===== config.mk =====
export PLATFORM = sky130hd
export DESIGN_NAME = ysyx_25020037_ifu_flat
export DESIGN_NICKNAME = d
export VERILOG_FILES = /design/src/rtl/ysyx_25020037_ifu_pkg.sv /design/src/rtl/ysyx_25020037_ifu_if.sv /design/src/rtl/ysyx_25020037_ifu.sv /design/src/flat_wrapper.sv
export SDC_FILE = /design/constraint.sdc
export NUM_CORES = 1
export LEC_CHECK = 0
export CORE_ASPECT_RATIO = 1.5
export CORE_MARGIN = 8
export CORE_UTILIZATION = 35
export DETAILED_ROUTE_END_ITERATION = 8
export PLACE_DENSITY = 0.68
export SLEW_MARGIN = 20
export SYNTH_ARGS = -nofsm -noshare
export SYNTH_HDL_FRONTEND = slang
export SYNTH_SLANG_ARGS = --single-unit

===== constraint.sdc =====
create_clock -name clk -period 4.3 [get_ports clk]
set_input_delay 1.29 -clock clk [delete_from_list [all_inputs] [get_ports clk]]
set_output_delay 1.29 -clock clk [all_outputs]
set_load 0.005 [all_outputs]

===== src/rtl/ysyx_25020037_ifu_pkg.sv =====
// Shared types and constants for the ysyx_25020037 instruction fetch unit.
// Included by the interface and the IFU top; holds state encodings and bus widths.
package ysyx_25020037_ifu_pkg;

  localparam int DATA_W          = 32;
  localparam int FU_TO_DU_BUS_WD = 2 * DATA_W;

  localparam logic [1:0]        RESP_OKAY = 2'b00;
  localparam logic [DATA_W-1:0] INST_NOP  = 32'h0000_0000;

  typedef enum logic [1:0] {
    S_AR   = 2'd0,
    S_R    = 2'd1,
    S_HOLD = 2'd2,
    S_WAIT = 2'd3
  } ifu_state_e;

  function automatic logic [FU_TO_DU_BUS_WD-1:0] pack_fu_bus(input logic [DATA_W-1:0] pc,
                                                            input logic [DATA_W-1:0] inst);
    return {pc, inst};
  endfunction

endpackage


===== src/rtl/ysyx_25020037_ifu_if.sv =====
// Bundle of the IFU's AXI4-lite read channel, IDU handshake and commit feedback.
// The master modport is the IFU side; slave is the memory/IDU/commit side.
interface ysyx_25020037_ifu_if;
  import ysyx_25020037_ifu_pkg::*;

  logic                       arvalid;
  logic                       arready;
  logic [DATA_W-1:0]          araddr;
  logic                       rvalid;
  logic                       rready;
  logic [DATA_W-1:0]          rdata;
  logic [1:0]                 rresp;
  logic                       idu_ready;
  logic                       ifu_valid;
  logic [FU_TO_DU_BUS_WD-1:0] fu_to_du_bus;
  logic                       commit_valid;
  logic [DATA_W-1:0]          commit_npc;
  logic                       fetch_err;

  modport master (
    output arvalid, araddr, rready, ifu_valid, fu_to_du_bus, fetch_err,
    input  arready, rvalid, rdata, rresp, idu_ready, commit_valid, commit_npc
  );

  modport slave (
    input  arvalid, araddr, rready, ifu_valid, fu_to_du_bus, fetch_err,
    output arready, rvalid, rdata, rresp, idu_ready, commit_valid, commit_npc
  );

endinterface


===== src/rtl/ysyx_25020037_ifu.sv =====
// Multi-cycle instruction fetch unit: one AXI4-lite read per committed instruction.
// Optional IFU_RRESP_CHECK_EN: error responses raise sticky fetch_err and deliver a zero instruction.
module ysyx_25020037_ifu
  import ysyx_25020037_ifu_pkg::*;
#(
  parameter logic [31:0] RESET_PC = 32'h3000_0000
) (
  input logic                 clk,
  input logic                 rst,
  ysyx_25020037_ifu_if.master bus_io
);

  ifu_state_e                 state_q, state_d;
  logic [DATA_W-1:0]          pc_q, pc_d;
  logic [FU_TO_DU_BUS_WD-1:0] fu_bus_q, fu_bus_d;
  logic                       valid_q, valid_d;
  logic                       arvalid_q, arvalid_d;
  logic [DATA_W-1:0]          fetched_inst;

`ifdef IFU_RRESP_CHECK_EN
  logic err_q, err_d;
  assign fetched_inst = (bus_io.rresp == RESP_OKAY) ? bus_io.rdata : INST_NOP;
`else
  assign fetched_inst = bus_io.rdata;
`endif

  always_comb begin
    state_d  = state_q;
    pc_d     = pc_q;
    fu_bus_d = fu_bus_q;
    valid_d  = valid_q;
    unique case (state_q)
      S_AR: begin
        if (arvalid_q && bus_io.arready) state_d = S_R;
      end
      S_R: begin
        if (bus_io.rvalid) begin
          fu_bus_d = pack_fu_bus(pc_q, fetched_inst);
          valid_d  = 1'b1;
          state_d  = S_HOLD;
        end
      end
      S_HOLD: begin
        if (bus_io.idu_ready) begin
          valid_d = 1'b0;
          state_d = S_WAIT;
        end
      end
      S_WAIT: begin
        // Commit pulses outside this state are deliberately dropped.
        if (bus_io.commit_valid) begin
          pc_d    = bus_io.commit_npc;
          state_d = S_AR;
        end
      end
      default: state_d = S_AR;
    endcase
    // Registered so arvalid is low during reset and rises the cycle after commit.
    arvalid_d = (state_d == S_AR);
  end

  always_ff @(posedge clk or posedge rst) begin
    if (rst) begin
      state_q   <= S_AR;
      pc_q      <= RESET_PC;
      fu_bus_q  <= '0;
      valid_q   <= 1'b0;
      arvalid_q <= 1'b0;
    end else begin
      state_q   <= state_d;
      pc_q      <= pc_d;
      fu_bus_q  <= fu_bus_d;
      valid_q   <= valid_d;
      arvalid_q <= arvalid_d;
    end
  end

`ifdef IFU_RRESP_CHECK_EN
  assign err_d = err_q | ((state_q == S_R) && bus_io.rvalid && (bus_io.rresp != RESP_OKAY));

  always_ff @(posedge clk or posedge rst) begin
    if (rst) err_q <= 1'b0;
    else     err_q <= err_d;
  end

  assign bus_io.fetch_err = err_q;
`else
  assign bus_io.fetch_err = 1'b0;
`endif

  assign bus_io.arvalid      = arvalid_q;
  assign bus_io.araddr       = pc_q;
  assign bus_io.rready       = (state_q == S_R);
  assign bus_io.ifu_valid    = valid_q;
  assign bus_io.fu_to_du_bus = fu_bus_q;

endmodule


===== src/flat_wrapper.sv =====
// flat-port wrapper written by rule: the top's interface ports become plain ports
module ysyx_25020037_ifu_flat import ysyx_25020037_ifu_pkg::*;
#(
  parameter logic [31:0] RESET_PC = 32'h3000_0000
)
  (clk, rst, bus_io_arvalid, bus_io_araddr, bus_io_rready, bus_io_ifu_valid, bus_io_fu_to_du_bus, bus_io_fetch_err, bus_io_arready, bus_io_rvalid, bus_io_rdata, bus_io_rresp, bus_io_idu_ready, bus_io_commit_valid, bus_io_commit_npc);
  ysyx_25020037_ifu_if bus_io_i ();
  input logic clk;
  input logic rst;
  output wire logic [$bits(bus_io_i.arvalid)-1:0] bus_io_arvalid;
  output wire logic [$bits(bus_io_i.araddr)-1:0] bus_io_araddr;
  output wire logic [$bits(bus_io_i.rready)-1:0] bus_io_rready;
  output wire logic [$bits(bus_io_i.ifu_valid)-1:0] bus_io_ifu_valid;
  output wire logic [$bits(bus_io_i.fu_to_du_bus)-1:0] bus_io_fu_to_du_bus;
  output wire logic [$bits(bus_io_i.fetch_err)-1:0] bus_io_fetch_err;
  input wire logic [$bits(bus_io_i.arready)-1:0] bus_io_arready;
  input wire logic [$bits(bus_io_i.rvalid)-1:0] bus_io_rvalid;
  input wire logic [$bits(bus_io_i.rdata)-1:0] bus_io_rdata;
  input wire logic [$bits(bus_io_i.rresp)-1:0] bus_io_rresp;
  input wire logic [$bits(bus_io_i.idu_ready)-1:0] bus_io_idu_ready;
  input wire logic [$bits(bus_io_i.commit_valid)-1:0] bus_io_commit_valid;
  input wire logic [$bits(bus_io_i.commit_npc)-1:0] bus_io_commit_npc;
  assign bus_io_arvalid = bus_io_i.arvalid;
  assign bus_io_araddr = bus_io_i.araddr;
  assign bus_io_rready = bus_io_i.rready;
  assign bus_io_ifu_valid = bus_io_i.ifu_valid;
  assign bus_io_fu_to_du_bus = bus_io_i.fu_to_du_bus;
  assign bus_io_fetch_err = bus_io_i.fetch_err;
  assign bus_io_i.arready = bus_io_arready;
  assign bus_io_i.rvalid = bus_io_rvalid;
  assign bus_io_i.rdata = bus_io_rdata;
  assign bus_io_i.rresp = bus_io_rresp;
  assign bus_io_i.idu_ready = bus_io_idu_ready;
  assign bus_io_i.commit_valid = bus_io_commit_valid;
  assign bus_io_i.commit_npc = bus_io_commit_npc;
  ysyx_25020037_ifu #(.RESET_PC(RESET_PC)) u_core (.clk(clk), .rst(rst), .bus_io(bus_io_i));
endmodule

Word level (Yosys, flattened, before mapping)

Index checks and enable logic that the tools add are counted.

Register bits: 100
Input bits: 72

Reductions and logical operators: 7
Equality and inequality tests: 5
Multiplexer cells: 8

Operators by type and width:

| cell                                                                    | count |
|---|---|
| 2-bit 2-to-1 mux                                                        | 4 |
| 2-bit case mux with 4 select lines                                      | 1 |
| 2-bit equality test, second input constant                              | 2 |
| 2-bit logical NOT                                                       | 2 |
| 2-bit AND reduction                                                     | 2 |
| 3-bit AND reduction                                                     | 1 |
| 2-bit by 1-bit equality test with 1-bit output, second input constant   | 1 |
| 1-bit 2-to-1 mux                                                        | 2 |
| 2-bit by 1-bit inequality test with 1-bit output, second input constant | 1 |
| 2-bit inequality test, second input constant                            | 1 |
| 1-bit case mux with 2 select lines                                      | 1 |
| 2-bit nonzero test                                                      | 1 |
| 1-bit logical AND                                                       | 1 |

Longest topological paths before layout

Depth in word-level cells: 4
Gate-level depth with buffers: 6
Mapped depth without buffers: 3

Least setup slack after synthesis

Ideal clock, no wire load.

Kind: input to register
Start: in bus_io_commit_valid
End: reg u_core.pc_q[10] (netlist: u_core.bus_io.araddr[10])
Library setup time: 125 ps
Stages: 3
Path buffers: 1
Setup slack: 2,161 ps
Data arrival time: 2,015 ps
Cells stage by stage: nand3_1 buf_2 mux2_2

Word-level cells in the longest chain between the ends: 1

Ends and longest elaborated chain:

| element                       | line                    | text |
|---|---|---|
| from (decl)                   | flat_wrapper.sv:21      | `input wire logic [$bits(bus_io_i.commit_valid)-1:0] bus_io_commit_valid;` |
| 2-bit AND reduction (no line) | n/a                     |  |
| to (signal assigned)          | ysyx_25020037_ifu.sv:71 | `pc_q <= pc_d;` |
| to (decl)                     | ysyx_25020037_ifu.sv:14 | `logic [DATA_W-1:0] pc_q, pc_d;` |

No other way between the ends.
A chain may end at the register's enable or synchronous reset.

Worst setup path in the final report

Start: in bus_io_commit_valid
End: reg u_core.pc_q[19] (netlist: u_core.bus_io.araddr[19])

Same word-level chain as after synthesis.

==> key figures <==
Cells and area
  – Fin nets: 471
  – Synth-to-layout area growth: 54.04%
  – Most common cell after layout, fill and taps aside: clkdlybuf4s50_1
  – Diode count: 0
  – Commonest non-fill, non-tap cells in the layout: 168 x clkdlybuf4s50_1, 98 x dfrtp_1, 49 x mux2_4, 48 x mux2_2, 9 x clkbuf_16
  – Finished Layout Cells: 551
  – Share of cells above drive strength 1: 30.45%

Clock tree
  – Total clock sinks: 100
  – CTS root buf: clkbuf_16
  – Clock Latency Late Sink: 340 ps
  – CTS buffer count: 9
  – Clock transition at the registers of the reported paths: 70 ps
  – Post-CTS Hold Buffers: 0
  – CTS tree: yes
  – Postcts setup bufs: 0
  – Post-CTS resize count: 0
  – Max Buffers Root-to-Sink: 2
  – CTS H-tree lvls: 3

Timing
  – Hold Vio Cnt, Final: 0
  – Worst Tran Pin Value: 946.5 ps
  – RSZ-0062 raised after global routing: no
  – FMAX: 343.7 MHz
  – Tcrit/Tclk final: 67.66%
  – Setup Viol. Count Final: 0
  – Fin crit period: 2909 ps
  – WHS: 503.2 ps
  – Clk_skew: 6.349 ps
  – Pins Over Slew Limit: 0
  – Relative slew slack: 36.82%
  – Final setup TNS: 0 ps

Synth
  – Yosys top cell by area: dfrtp_1
  – #FFs+latches synth: 100
  – Mapped Nets: 299
  – YS warnings: 0
  – Mapped Cells: 227
  – Register area share after synthesis: 63.11%
  – Cell area after synthesis: 3969 µm²
  – Synth area leaders: dfrtp_1 62%, mux2_4 19%, mux2_2 14%, buf_6 1.7%, dfstp_2 1.3%
  – Mean Syn Cell Area: 17.48 µm²
  – Yosys top cell area share: 61.79%
  – Synth cell types: 16

Worst setup path
  – RR Startpoint: u_core.state_q[0]$_DFF_PP0_
  – CP max FO: 33
  – Critical path required time: 4520 ps
  – Crit end category: flop
  – Worst setup SP type: input port
  – Arrival @ worst endpoint: 3130 ps
  – Critical Setup Path Class: input port to flop
  – Worst Setup SP: bus_io_commit_valid

Routing
  – Initial DRC count: 56
  – Routed vias/inst: 4.559
  – Remaining DRCs: 0
  – Total Wirelength: 10.24 mm
  – Routed WL per cell: 18.58 µm
  – Initial DRT Pass Iterations: 4
  – Antenna Violating Nets Remaining: 0
  – Via count: 2512

Power
  – Leakage: 2.735 nW
  – PwrDens: 769.5 nW/µm²
  – Worst IR Drop VDD: 0.3397 mV

Die
  – Num rows: 47
  – DIE AREA: 15070 µm²
  – Die X: 102.9 µm
  – Die H: 146.4 µm
  – Initial Utilization: 35.90%
  – I/O pin cnt: 172
  – Core area: 11060 µm²

Job
  – Max-cap violations: 0

Global route
  – Via count of the first global-routing pass: 2805
  – Grt total ovfl: 0
  – Largest net degree at the start of global routing: 45
  – GRT Total Usage: 13.86%
  – First-pass GRT wire length: 15.90 mm
  – Initial antenna violation count: 0

Placement
  – Placed cell count: 535
  – I/O Buffers: 168
  – RD Place Congestion: 0.7948
  – DP HPWL: 7.676 mm

Outcome
  – Status: finished, final reports clean

Hold path
  – Hold Crit Start: u_core.bus_io.fu_to_du_bus[50]$_DFFE_PP0P_
  – Hold crit path type: flop to flop
per-stage QoR:
stage	util (%)	area [µm²]	setup slack, ps	total power, mW
floorplan	-	3969	394.5	2.646
global placement	52.34	5787	1001	3.823
detailed placement	52.34	5787	972.0	3.888
CTS	55.30	6113	1337	4.790
global route	55.30	6113	1265	4.974
finish	55.30	6113	1391	4.704
critical path, cell delays in order:
cell,delay [ps]
clkdlybuf4s50_1,510
nand3_2,740
mux2_2,580
cell usage after synthesis (all sizes together):
library cell	count
a211o	1
a21oi	3
a22oi	1
buf	12
conb	1
dfrtp	98
dfstp	2
inv	2
mux2	97
nand2	6
nand3	2
nor2	1
nor2b	1
per-layer routing:
layer,vias to the layer above,GRT usage (%),wire length [µm]
met4,0,6.109,223
li1,1133,-,-
met5,-,0,0
met2,95,24.24,5488
met3,14,4.284,854
met1,1270,14.62,3672
registers in the layout, indices dropped and copies added (netlist names):
register and count:
u_core.bus_io.fu_to_du_bus 64, u_core.bus_io.arvalid 1, u_core.bus_io.araddr 32, u_core.bus_io.ifu_valid 1, u_core.state_q 2
power by group:
part           internal [mW]  leakage, nW  switching (mW)
combinational           1.49         1.39           0.605
clock                  0.528        0.152           0.345
sequential              1.43         1.19           0.302
final cells by class:
type	instances	area [µm²]
Tap cell	147	183.9
Inverter	2	10.01
Multi-Input combinational cell	113	1369
Fill cell	973	4942
Sequential cell	100	2505
Clock buffer	11	242.7
Clock inverter	5	83.83
Timing Repair Buffer	173	1719
logic make-up (layout without fill, tap and decap cells):
| group | after synthesis | after routing | synth area share (%) |
|---|---|---|---|
| DFF | 100 | 100 | 63.11 |
| muxes | 97 | 97 | 32.16 |
| buffers and inverters | 14 | 191 | 2.711 |
| and+or+nand+nor | 10 | 10 | 1.135 |
| AOI/OAI and AO/OA | 5 | 5 | 0.7881 |
| other | 1 | 1 | 0.09449 |
path summary, 6_finish.rpt:
| check | to | slack [ps] | cells after the start |
|---|---|---|---|
| worst max-delay path | u_core.bus_io.araddr[19]$_DFFE_PP0P_ | 1390 | 3 |
| worst max register to register | u_core.bus_io.fu_to_du_bus[30]$_DFFE_PP0P_ | 2250 | 4 |
| min in group asynchronous | u_core.bus_io.fu_to_du_bus[25]$_DFFE_PP0P_ | 1360 | 2 |
| worst min-delay path | u_core.bus_io.fu_to_du_bus[50]$_DFFE_PP0P_ | 500 | 1 |
| max in group asynchronous | u_core.bus_io.fu_to_du_bus[48]$_DFFE_PP0P_ | 2120 | 3 |
| worst min register to register | u_core.bus_io.fu_to_du_bus[50]$_DFFE_PP0P_ | 500 | 1 |
Note: power is estimated with default switching activity, not from simulation.
